[config.mk]
export PLATFORM = sky130hd
export DESIGN_NAME = uart_tx_queue
export DESIGN_NICKNAME = d
export VERILOG_FILES = /design/src/rtl/uart_pkg.sv /design/src/rtl/uart_byte_fifo.sv /design/src/rtl/uart_tx_queue.sv
export SDC_FILE = /design/constraint.sdc
export NUM_CORES = 1
export LEC_CHECK = 0
export ABC_AREA = 1
export BUFFER_PORTS_ARGS = -buffer_cell sky130_fd_sc_hd__buf_2
export CELL_PAD_IN_SITES_DETAIL_PLACEMENT = 2
export CELL_PAD_IN_SITES_GLOBAL_PLACEMENT = 2
export CORE_AREA = 3 3 137 139
export DETAILED_ROUTE_END_ITERATION = 7
export DIE_AREA = 0 0 140 142
export PLACE_DENSITY = 0.8
export SLEW_MARGIN = 15
export SYNTH_ARGS = -nofsm -noshare
export SYNTH_HDL_FRONTEND = slang
export SYNTH_SLANG_ARGS = --single-unit
[constraint.sdc]
create_clock -name sysclk -period 2.95 [get_ports sysclk]
set_input_delay 0.59 -clock sysclk [delete_from_list [all_inputs] [get_ports sysclk]]
set_output_delay 0.59 -clock sysclk [all_outputs]
set_load 0.02 [all_outputs]
[src/rtl/uart_pkg.sv]
// Shared UART constants: byte width, transmit-queue defaults and the
// issue-controller state encoding.
package uart_pkg;

    localparam int unsigned UART_BYTE_W   = 8;
    localparam int unsigned TXQ_DEPTH_DEF = 16;
    localparam int unsigned TXQ_STOP_DEF  = 1;

    typedef enum logic [1:0] {
        TXQ_IDLE      = 2'd0,
        TXQ_ISSUE     = 2'd1,
        TXQ_WAIT_BUSY = 2'd2,
        TXQ_WAIT_DONE = 2'd3
    } txq_state_t;

endpackage

[src/rtl/uart_byte_fifo.sv]
// DEPTH x 8 byte FIFO with read/write pointers, occupancy count and
// FULL/EMPTY flags derived from the registered count. The head byte is
// presented combinationally on head.
module uart_byte_fifo
    import uart_pkg::*;
#(
    parameter int unsigned DEPTH = TXQ_DEPTH_DEF
) (
    input  logic                     sysclk,
    input  logic                     reset,
    input  logic [UART_BYTE_W-1:0]   wr_data,
    input  logic                     push_req,
    input  logic                     pop,
    output logic [UART_BYTE_W-1:0]   head,
    output logic                     full,
    output logic                     empty,
    output logic [$clog2(DEPTH):0]   count
);

    localparam int unsigned PTR_W = $clog2(DEPTH);
    localparam int unsigned CNT_W = PTR_W + 1;
    localparam logic [CNT_W-1:0] FULL_CNT = DEPTH[CNT_W-1:0];

    logic [UART_BYTE_W-1:0] mem [DEPTH];
    logic [PTR_W-1:0]       wr_ptr;
    logic [PTR_W-1:0]       rd_ptr;
    logic                   do_wr;
    logic                   do_rd;

    // A push while full is dropped outright, even when a pop frees a slot
    // on the same edge.
    always_comb begin
        do_wr = push_req && !full;
        do_rd = pop && !empty;
        head  = mem[rd_ptr];
        full  = (count == FULL_CNT);
        empty = (count == '0);
    end

    // Storage array: written on accepted pushes, never reset.
    always_ff @(posedge sysclk) begin
        if (do_wr) begin
            mem[wr_ptr] <= wr_data;
        end
    end

    // Pointers wrap naturally at DEPTH; count tracks net push/pop.
    always_ff @(posedge sysclk) begin
        if (reset) begin
            wr_ptr <= '0;
            rd_ptr <= '0;
            count  <= '0;
        end else begin
            if (do_wr) begin
                wr_ptr <= wr_ptr + PTR_W'(1);
            end
            if (do_rd) begin
                rd_ptr <= rd_ptr + PTR_W'(1);
            end
            case ({do_wr, do_rd})
                2'b10:   count <= count + CNT_W'(1);
                2'b01:   count <= count - CNT_W'(1);
                default: count <= count;
            endcase
        end
    end

endmodule

[src/rtl/uart_tx_queue.sv]
// Byte queue and issue controller feeding the UART transmitter.
// Bytes are queued one per cycle and handed over one at a time with a
// single-cycle TX_EN pulse, pacing on TX_STATUS (1 = transmitter idle) and
// holding STOP_CYCLES extra idle cycles between frames.
// Optional feature macro: UART_TXQ_LEVEL_EN adds the LEVEL occupancy port.
module uart_tx_queue
    import uart_pkg::*;
#(
    parameter int unsigned DEPTH       = TXQ_DEPTH_DEF,
    parameter int unsigned STOP_CYCLES = TXQ_STOP_DEF
) (
    input  logic                   sysclk,
    input  logic                   reset,
    input  logic [7:0]             WR_DATA,
    input  logic                   WR_EN,
    output logic                   FULL,
    output logic                   EMPTY,
    output logic [7:0]             TX_DATA,
    output logic                   TX_EN,
    input  logic                   TX_STATUS,
    output logic                   BUSY
`ifdef UART_TXQ_LEVEL_EN
    ,
    output logic [$clog2(DEPTH):0] LEVEL
`endif
);

    localparam logic [3:0] GAP_INIT = 4'(STOP_CYCLES);

    txq_state_t             state;
    logic [3:0]             gap;
    logic                   pop;
    logic [UART_BYTE_W-1:0] head;
    logic [$clog2(DEPTH):0] level_q;

    uart_byte_fifo #(
        .DEPTH (DEPTH)
    ) u_fifo (
        .sysclk   (sysclk),
        .reset    (reset),
        .wr_data  (WR_DATA),
        .push_req (WR_EN),
        .pop      (pop),
        .head     (head),
        .full     (FULL),
        .empty    (EMPTY),
        .count    (level_q)
    );

`ifdef UART_TXQ_LEVEL_EN
    assign LEVEL = level_q;
`else
    logic unused_level;
    assign unused_level = ^level_q;
`endif

    // Issue decision: the only point where the queue is popped.
    always_comb begin
        pop  = (state == TXQ_IDLE) && !EMPTY && TX_STATUS && (gap == '0);
        BUSY = !EMPTY || (state != TXQ_IDLE);
    end

    // Issue FSM with registered TX_EN/TX_DATA and the inter-frame gap counter.
    // WAIT_BUSY must see TX_STATUS drop before the frame can be considered
    // started, so a transmitter that has not yet reacted is never re-issued.
    always_ff @(posedge sysclk) begin
        if (reset) begin
            state   <= TXQ_IDLE;
            TX_EN   <= 1'b0;
            TX_DATA <= '0;
            gap     <= '0;
        end else begin
            TX_EN <= 1'b0;
            case (state)
                TXQ_IDLE: begin
                    if (pop) begin
                        TX_DATA <= head;
                        TX_EN   <= 1'b1;
                        state   <= TXQ_ISSUE;
                    end else if (gap != '0) begin
                        gap <= gap - 4'd1;
                    end
                end
                TXQ_ISSUE: begin
                    state <= TXQ_WAIT_BUSY;
                end
                TXQ_WAIT_BUSY: begin
                    if (!TX_STATUS) begin
                        state <= TXQ_WAIT_DONE;
                    end
                end
                TXQ_WAIT_DONE: begin
                    if (TX_STATUS) begin
                        state <= TXQ_IDLE;
                        gap   <= GAP_INIT;
                    end
                end
                default: begin
                    state <= TXQ_IDLE;
                end
            endcase
        end
    end

endmodule

; ---- Yosys cells after proc, flatten, opt, wreduce, memory -nomap -nowiden
; Memory sizes are Yosys's and may differ from the RTL's. A register that Yosys moved wholly into a read port is not among the register bits.
; Cells that the tools add are included.
; Widths: inputs -> output; s select.
[classes]
n_addsub = 5
n_eq_ne = 11
mux = 12
bitwise_logic = 1
n_reduce_logical = 19
[ops]
columns = op, n
row1 = $mux 4, 3
row2 = $pmux 5 s2, 1
row3 = $add 4x1->4 const B, 2
row4 = $pmux 2 s4, 1
row5 = $pmux 4 s2, 1
row6 = $eq 2x2->1 const B, 3
row7 = $mux 2, 3
row8 = $ne 2x2->1 const B, 3
row9 = $reduce_bool 2->1, 3
row10 = $add 5x1->5 const B, 1
row11 = $eq 5x5->1 const B, 1
row12 = $logic_and 1x1->1, 5
row13 = $logic_not 5->1, 1
row14 = $sub 5x1->5 const B, 1
row15 = $eq 2x1->1 const B, 2
row16 = $logic_not 4->1, 1
row17 = $ne 2x1->1 const B, 2
row18 = $reduce_and 4->1, 1
row19 = $reduce_bool 4->1, 1
row20 = $sub 4x1->4 const B, 1
row21 = $mux 1, 3
row22 = $reduce_and 3->1, 1
row23 = $logic_not 1->1, 2
row24 = $logic_not 2->1, 1
row25 = 4 further kinds, 4
[word_totals]
reg_bits = 20
ram_bits = 128
output_inout_bits = 12
n_memories = 1
[memory_table]
columns = name, depth, word_bits, rd, rd_ports_with_merged_regs, write_ports, line
row1 = u_fifo.mem, 16, 8, 1, 1, 1, uart_byte_fifo.sv:24  ; logic [UART_BYTE_W-1:0] mem [DEPTH];

; ---- Longest topological paths before layout
[logic_depth]
depth_word = 8
ltp_mapped = 18
depth_no_buf = 17

; ---- By module
; Synthesis repeated with hierarchy kept, for this count alone.
[unflattened]
cells_unflattened = 578
area_unflattened_um2 = 6829.0
[by_module_without_submodules]
columns = module, n_inst, cells_per_inst, area_per_inst_um2, seq_area_each_um2
row1 = uart_byte_fifo, 1, 475, 6092.1, 4184.0
row2 = uart_tx_queue, 1, 103, 737.0, 300.3

; ---- Worst setup path after synthesis
; Ideal clock, no wire load.
[synth_path]
path_type = flip-flop to flip-flop
startpoint = register state[0]
endpoint = register u_fifo.count[4]
setup_ns = 0.134
arrival_time_ns = 2.192
required_time_ns = 2.816
slack_ns = 0.625
stages_incl_launch_ff = 18
path_buffers = 1
period_less_slack_ns = 2.325
cell_sequence = dfxtp_1 inv_1 ha_1 nand2_1 nor2_2 nand2_2 inv_2 buf_6 ha_1 xor2_1 ha_1 inv_1 nand2_1 nand3_1 nand3b_1 nand2_1 nand2_1 a21oi_1
[synth_via]
elab_chain_cells = 7
elab_cells_between_ends = 9
cone_classes = eq/ne (2) / mux (1) / reduce/logical (6)
[synth_lines]
columns = element, line
row1 = "start, declared", uart_tx_queue.sv:30  ; txq_state_t state;
row2 = "start signal, assigned", uart_tx_queue.sv:68  ; state <= TXQ_IDLE;
row3 = "start signal, assigned", uart_tx_queue.sv:79  ; state <= TXQ_ISSUE;
row4 = "start signal, assigned", uart_tx_queue.sv:85  ; state <= TXQ_WAIT_BUSY;
row5 = $logic_not 2->1 (*), uart_tx_queue.sv:59  ; pop = (state == TXQ_IDLE) && !EMPTY && TX_STATUS && (gap == '0);
row6 = $logic_and 1x1->1 (*) (3 in series), uart_tx_queue.sv:59
row7 = $logic_and 1x1->1 (*), uart_byte_fifo.sv:34  ; do_rd = pop && !empty;
row8 = via u_fifo.do_rd, uart_byte_fifo.sv:28  ; logic do_rd;
row9 = $eq 2x1->1 / $eq 2x2->1 (equally long branches), uart_byte_fifo.sv:60  ; case ({do_wr, do_rd})
row10 = $pmux 5 s2 / $reduce_bool 2->1 (equally long branches), --
row11 = "end signal, assigned", uart_byte_fifo.sv:61  ; 2'b10: count <= count + CNT_W'(1);
row12 = "end signal, assigned", uart_byte_fifo.sv:62  ; 2'b01: count <= count - CNT_W'(1);
row13 = "end signal, assigned", uart_byte_fifo.sv:63  ; default: count <= count;
row14 = "end, declared", uart_byte_fifo.sv:17  ; output logic [$clog2(DEPTH):0] count
; Mark *: on every way through the listed nets, which the timed path passes. The rest lies on a longest branch.
; A chain may end at the register's enable or synchronous reset.

; ---- Worst setup path after layout
[layout_path]
startpoint = register state[0]
endpoint = register u_fifo.count[4]
[layout_via]
elab_chain_cells = 7
elab_cells_between_ends = 9
cone_classes = eq/ne (2) / mux (1) / reduce/logical (6)
[layout_lines]
columns = element, line
row1 = $logic_not 2->1 (*), uart_tx_queue.sv:59
row2 = $logic_and 1x1->1 (*) (3 in series), uart_tx_queue.sv:59
row3 = $logic_and 1x1->1 (*), uart_byte_fifo.sv:34
row4 = $eq 2x1->1 / $eq 2x2->1 (equally long branches), uart_byte_fifo.sv:60
row5 = $pmux 5 s2 / $reduce_bool 2->1 (equally long branches), --
; Mark *: on every way between the ends. The rest lies on a longest branch, timed or not.

==> run_results.csv <==
group,metric,value,unit
run_status,status,"complete, no violations",
critical_path,ff2ff_setup_slack,0.41,ns
critical_path,worst_ep_required_time,3.31,ns
critical_path,crit_start,"state[0]$_SDFFE_PP0P_",
synth,synth_mux_area_frac,0,
clock_tree,htree_num_levels,4,
power,max-vdd-ir-drop,0.4818,mV
placed_design,portBuffers,23,
routing,vias,5289,
routing,wl_per_cell,22.12,um
clock_tree,cts_hold_buffers,0,
timing,tightestPinTransition,0.8460,ns
clock_tree,cts_tree,"yes",
clock_tree,cts_buffers,17,
timing,slew_headroom,0.4339,
power,switching_power,2.467,mW
synth,seq_area_frac_synth,0.6287,
synth,synth_top_family_by_area,"simple AND/OR/NAND/NOR gates",
timing,timing.fmax,394.1,MHz
global_routing,grtUsageTotal,0.2312,
global_routing,overflow,0,
critical_path,end_kind,"flip-flop",
timing,setup_violations,0,
power,leakagePower,3.427,nW
global_routing,grt_first_pass_wirelength,34600,um
clock_tree,cts.clk_slew.worst_paths,0.06,ns
global_routing,grt_antenna_before_repair,0,
synth,synth_fp_nets,764,
synth,ys_warn_count,0,
critical_path,cp_num_buf_inv,3,
critical_path,worst_path_largest_cell_delay,0.31,ns
routing,avgViaCountPerCell,5.257,
timing,min_period,2.537,ns
finish,final_nets,791,
synth,synth_xor_area_frac,0.007501,
hold_path,min_path_type,"reg2reg",
power,power_density,865.3,mW/mm2
finish,final_common_cell,"nand2_1",
timing,slew_violations,0,
timing,setup-tns-final,0,ns
synth,netlist_instances,737,
critical_path,crit_type,"reg2reg",
critical_path,crit_chain,"inv_1, ha_1, nand2_1, nor2_2, nand2_2, inv_2, ha_1, xor2_1, ha_1, inv_1, nand2_1, nand3_1, nand2_1, nand2_1, nand2_1, nand2_1, a21oi_1",
critical_path,critPathTopFamily,"simple AND/OR/NAND/NOR gates",
floorplanning,coreArea,0.01778,mm2
timing,clock_skew,0.008043,ns
clock_tree,cts.repair.resized,0,
timing,rsz0062_at_grt,"no",
routing,final_antenna_net_count,0,
routing,drcViolationCount,0,
synth,synth-simple-area-share,0.2358,
finish,drive_above_1_share,0.09781,
run,maxCapViolCount,0,
power,pwr-share-clk,0.329,
synth,syn_area,0.007005,mm2
power,sw_frac_of_total,0.3586,
global_routing,grt_pass1_vias,5873,
critical_path,path_common_cell,"nand2_1",
synth,synth.avg_cell_area,9.505,um2
power,p_seq_frac,0.386,
clock_tree,clock-sinks,156,
placed_design,dpl.hpwl,13480,um
timing,whs,0.4892,ns
finish,area_delta_synth_final,13.48,%
synth,synth-compound-area-share,0.01857,
floorplanning,dieArea,0.01988,mm2
clock_tree,insertion_delay,0.44,ns
global_routing,grt_start_max_net_pins,67,
placed_design,gp_congestion,0.8099,
clock_tree,cts_root_buffer,"clkbuf_16",
routing,drt-initial-drc-count,372,
critical_path,cp_max_fo,9,
floorplanning,fp-row-count,49,
synth,synthAdderAreaFrac,0.02679,
floorplanning,ios,24,
clock_tree,post-cts-setup-buffers,0,
critical_path,critPathSlowestCell,"dfxtp_1",
power,p_int,4.412,mW
synth,ys_ff_latch,156,
floorplanning,initial_core_util,0.3940,
hold_path,holdCritStartpoint,"gap[0]$_SDFFE_PP0P_",
floorplanning,chipHeight,142,um
critical_path,arrival,2.90,ns
floorplanning,fp.dieW,140,um
critical_path,rr_startpoint,"state[0]$_SDFFE_PP0P_",
timing,hold_viol,0,
routing,wl,22250,um
power,combPwrFrac,0.285,
critical_path,critPathLaunchType,"flip-flop",
clock_tree,cts_buffer_depth,2,
routing,first_pass_iters,5,
synth,synth_cell_types,30,
finish,layout_common_cells,"nand2_1 (240), edfxtp_1 (128), inv_1 (105), nand3_1 (99), nor2_1 (46)",
finish,antenna_cells,0,
timing,period_share,0.8600,
cells by family after synthesis:
family	count (synthesis)
simple gates	398
flops	156
compound gates	24
xor+xnor	6
fa+ha+maj	15
buf+inv	138
sequential cells by signal, summed over array words and instances, names as in the netlist:
register	flops
u_fifo.wr_ptr	4
TX_EN	1
state	2
TX_DATA	8
u_fifo.count	5
gap	4
u_fifo.rd_ptr	4
u_fifo.mem	128
routing by layer:
metal	up-vias	part of all wire	track usage
met4	0	0.020	0.06527
li1	2417	-	-
met3	35	0.040	0.04368
met5	-	0	0
met2	124	0.51	0.4069
met1	2713	0.43	0.2936
synthesized netlist by cell type, drive strengths merged:
cell / count / share of area
a21boi: 1 / 0.0011
a21oi: 11 / 0.0084
a31oi: 1 / 0.00089
and3: 1 / 0.00089
buf: 23 / 0.021
clkbuf: 5 / 0.0029
clkinv: 2 / 0.0011
dfxtp: 28 / 0.080
edfxtp: 128 / 0.55
ha: 15 / 0.027
inv: 108 / 0.058
nand2: 243 / 0.13
nand3: 99 / 0.071
nand3b: 1 / 0.0011
nand4: 5 / 0.0045
nor2: 47 / 0.026
nor3: 1 / 0.00071
nor3b: 1 / 0.0011
o21ai: 10 / 0.0071
o21bai: 1 / 0.0011
xnor2: 1 / 0.0013
xor2: 5 / 0.0063
power groups by stage:
| stage | sequential (mW) | clock, mW | combinational (mW) |
|---|---|---|---|
| global route | 2.67 | 2.37 | 2.20 |
| detailed placement | 2.69 | 0 | 1.92 |
| CTS | 2.65 | 2.28 | 1.98 |
| floorplan | 2.70 | 0 | 1.25 |
| global placement | 2.68 | 0 | 1.79 |
| finish | 2.65 | 2.26 | 1.96 |
area by class of cell:
type / instances / area (um2)
Clock buffer: 17 / 425.4
Clock inverter: 15 / 172.7
Fill cell: 1957 / 9829
Inverter: 110 / 412.9
Multi-Input combinational cell: 443 / 2022
Sequential cell: 156 / 4405
Tap cell: 229 / 286.5
Timing Repair Buffer: 36 / 225.2
per-stage QoR:
stage / utilization / cell area [um2] / power [mW] / setup slack [ns] / cells
after floorplan: - / 7005 / 3.946 / 0.6246 / 737
after global placement: 0.4135 / 7352 / 4.464 / 0.6163 / 974
after detailed placement: 0.4135 / 7352 / 4.613 / 0.4283 / 974
after CTS: 0.4472 / 7950 / 6.912 / 0.3848 / 1006
after global routing: 0.4472 / 7950 / 7.239 / 0.09983 / 1006
final: 0.4472 / 7950 / 6.879 / 0.4129 / 1006
path summary, 6_finish.rpt:
check / to / depth (start not counted)
max: u_fifo.count[4]$_SDFFE_PP0P_ / 17
min: gap[0]$_SDFFE_PP0P_ / 1
max reg2reg: u_fifo.count[4]$_SDFFE_PP0P_ / 17
min reg2reg: gap[0]$_SDFFE_PP0P_ / 1
Note: power is estimated with default switching activity, not from simulation.
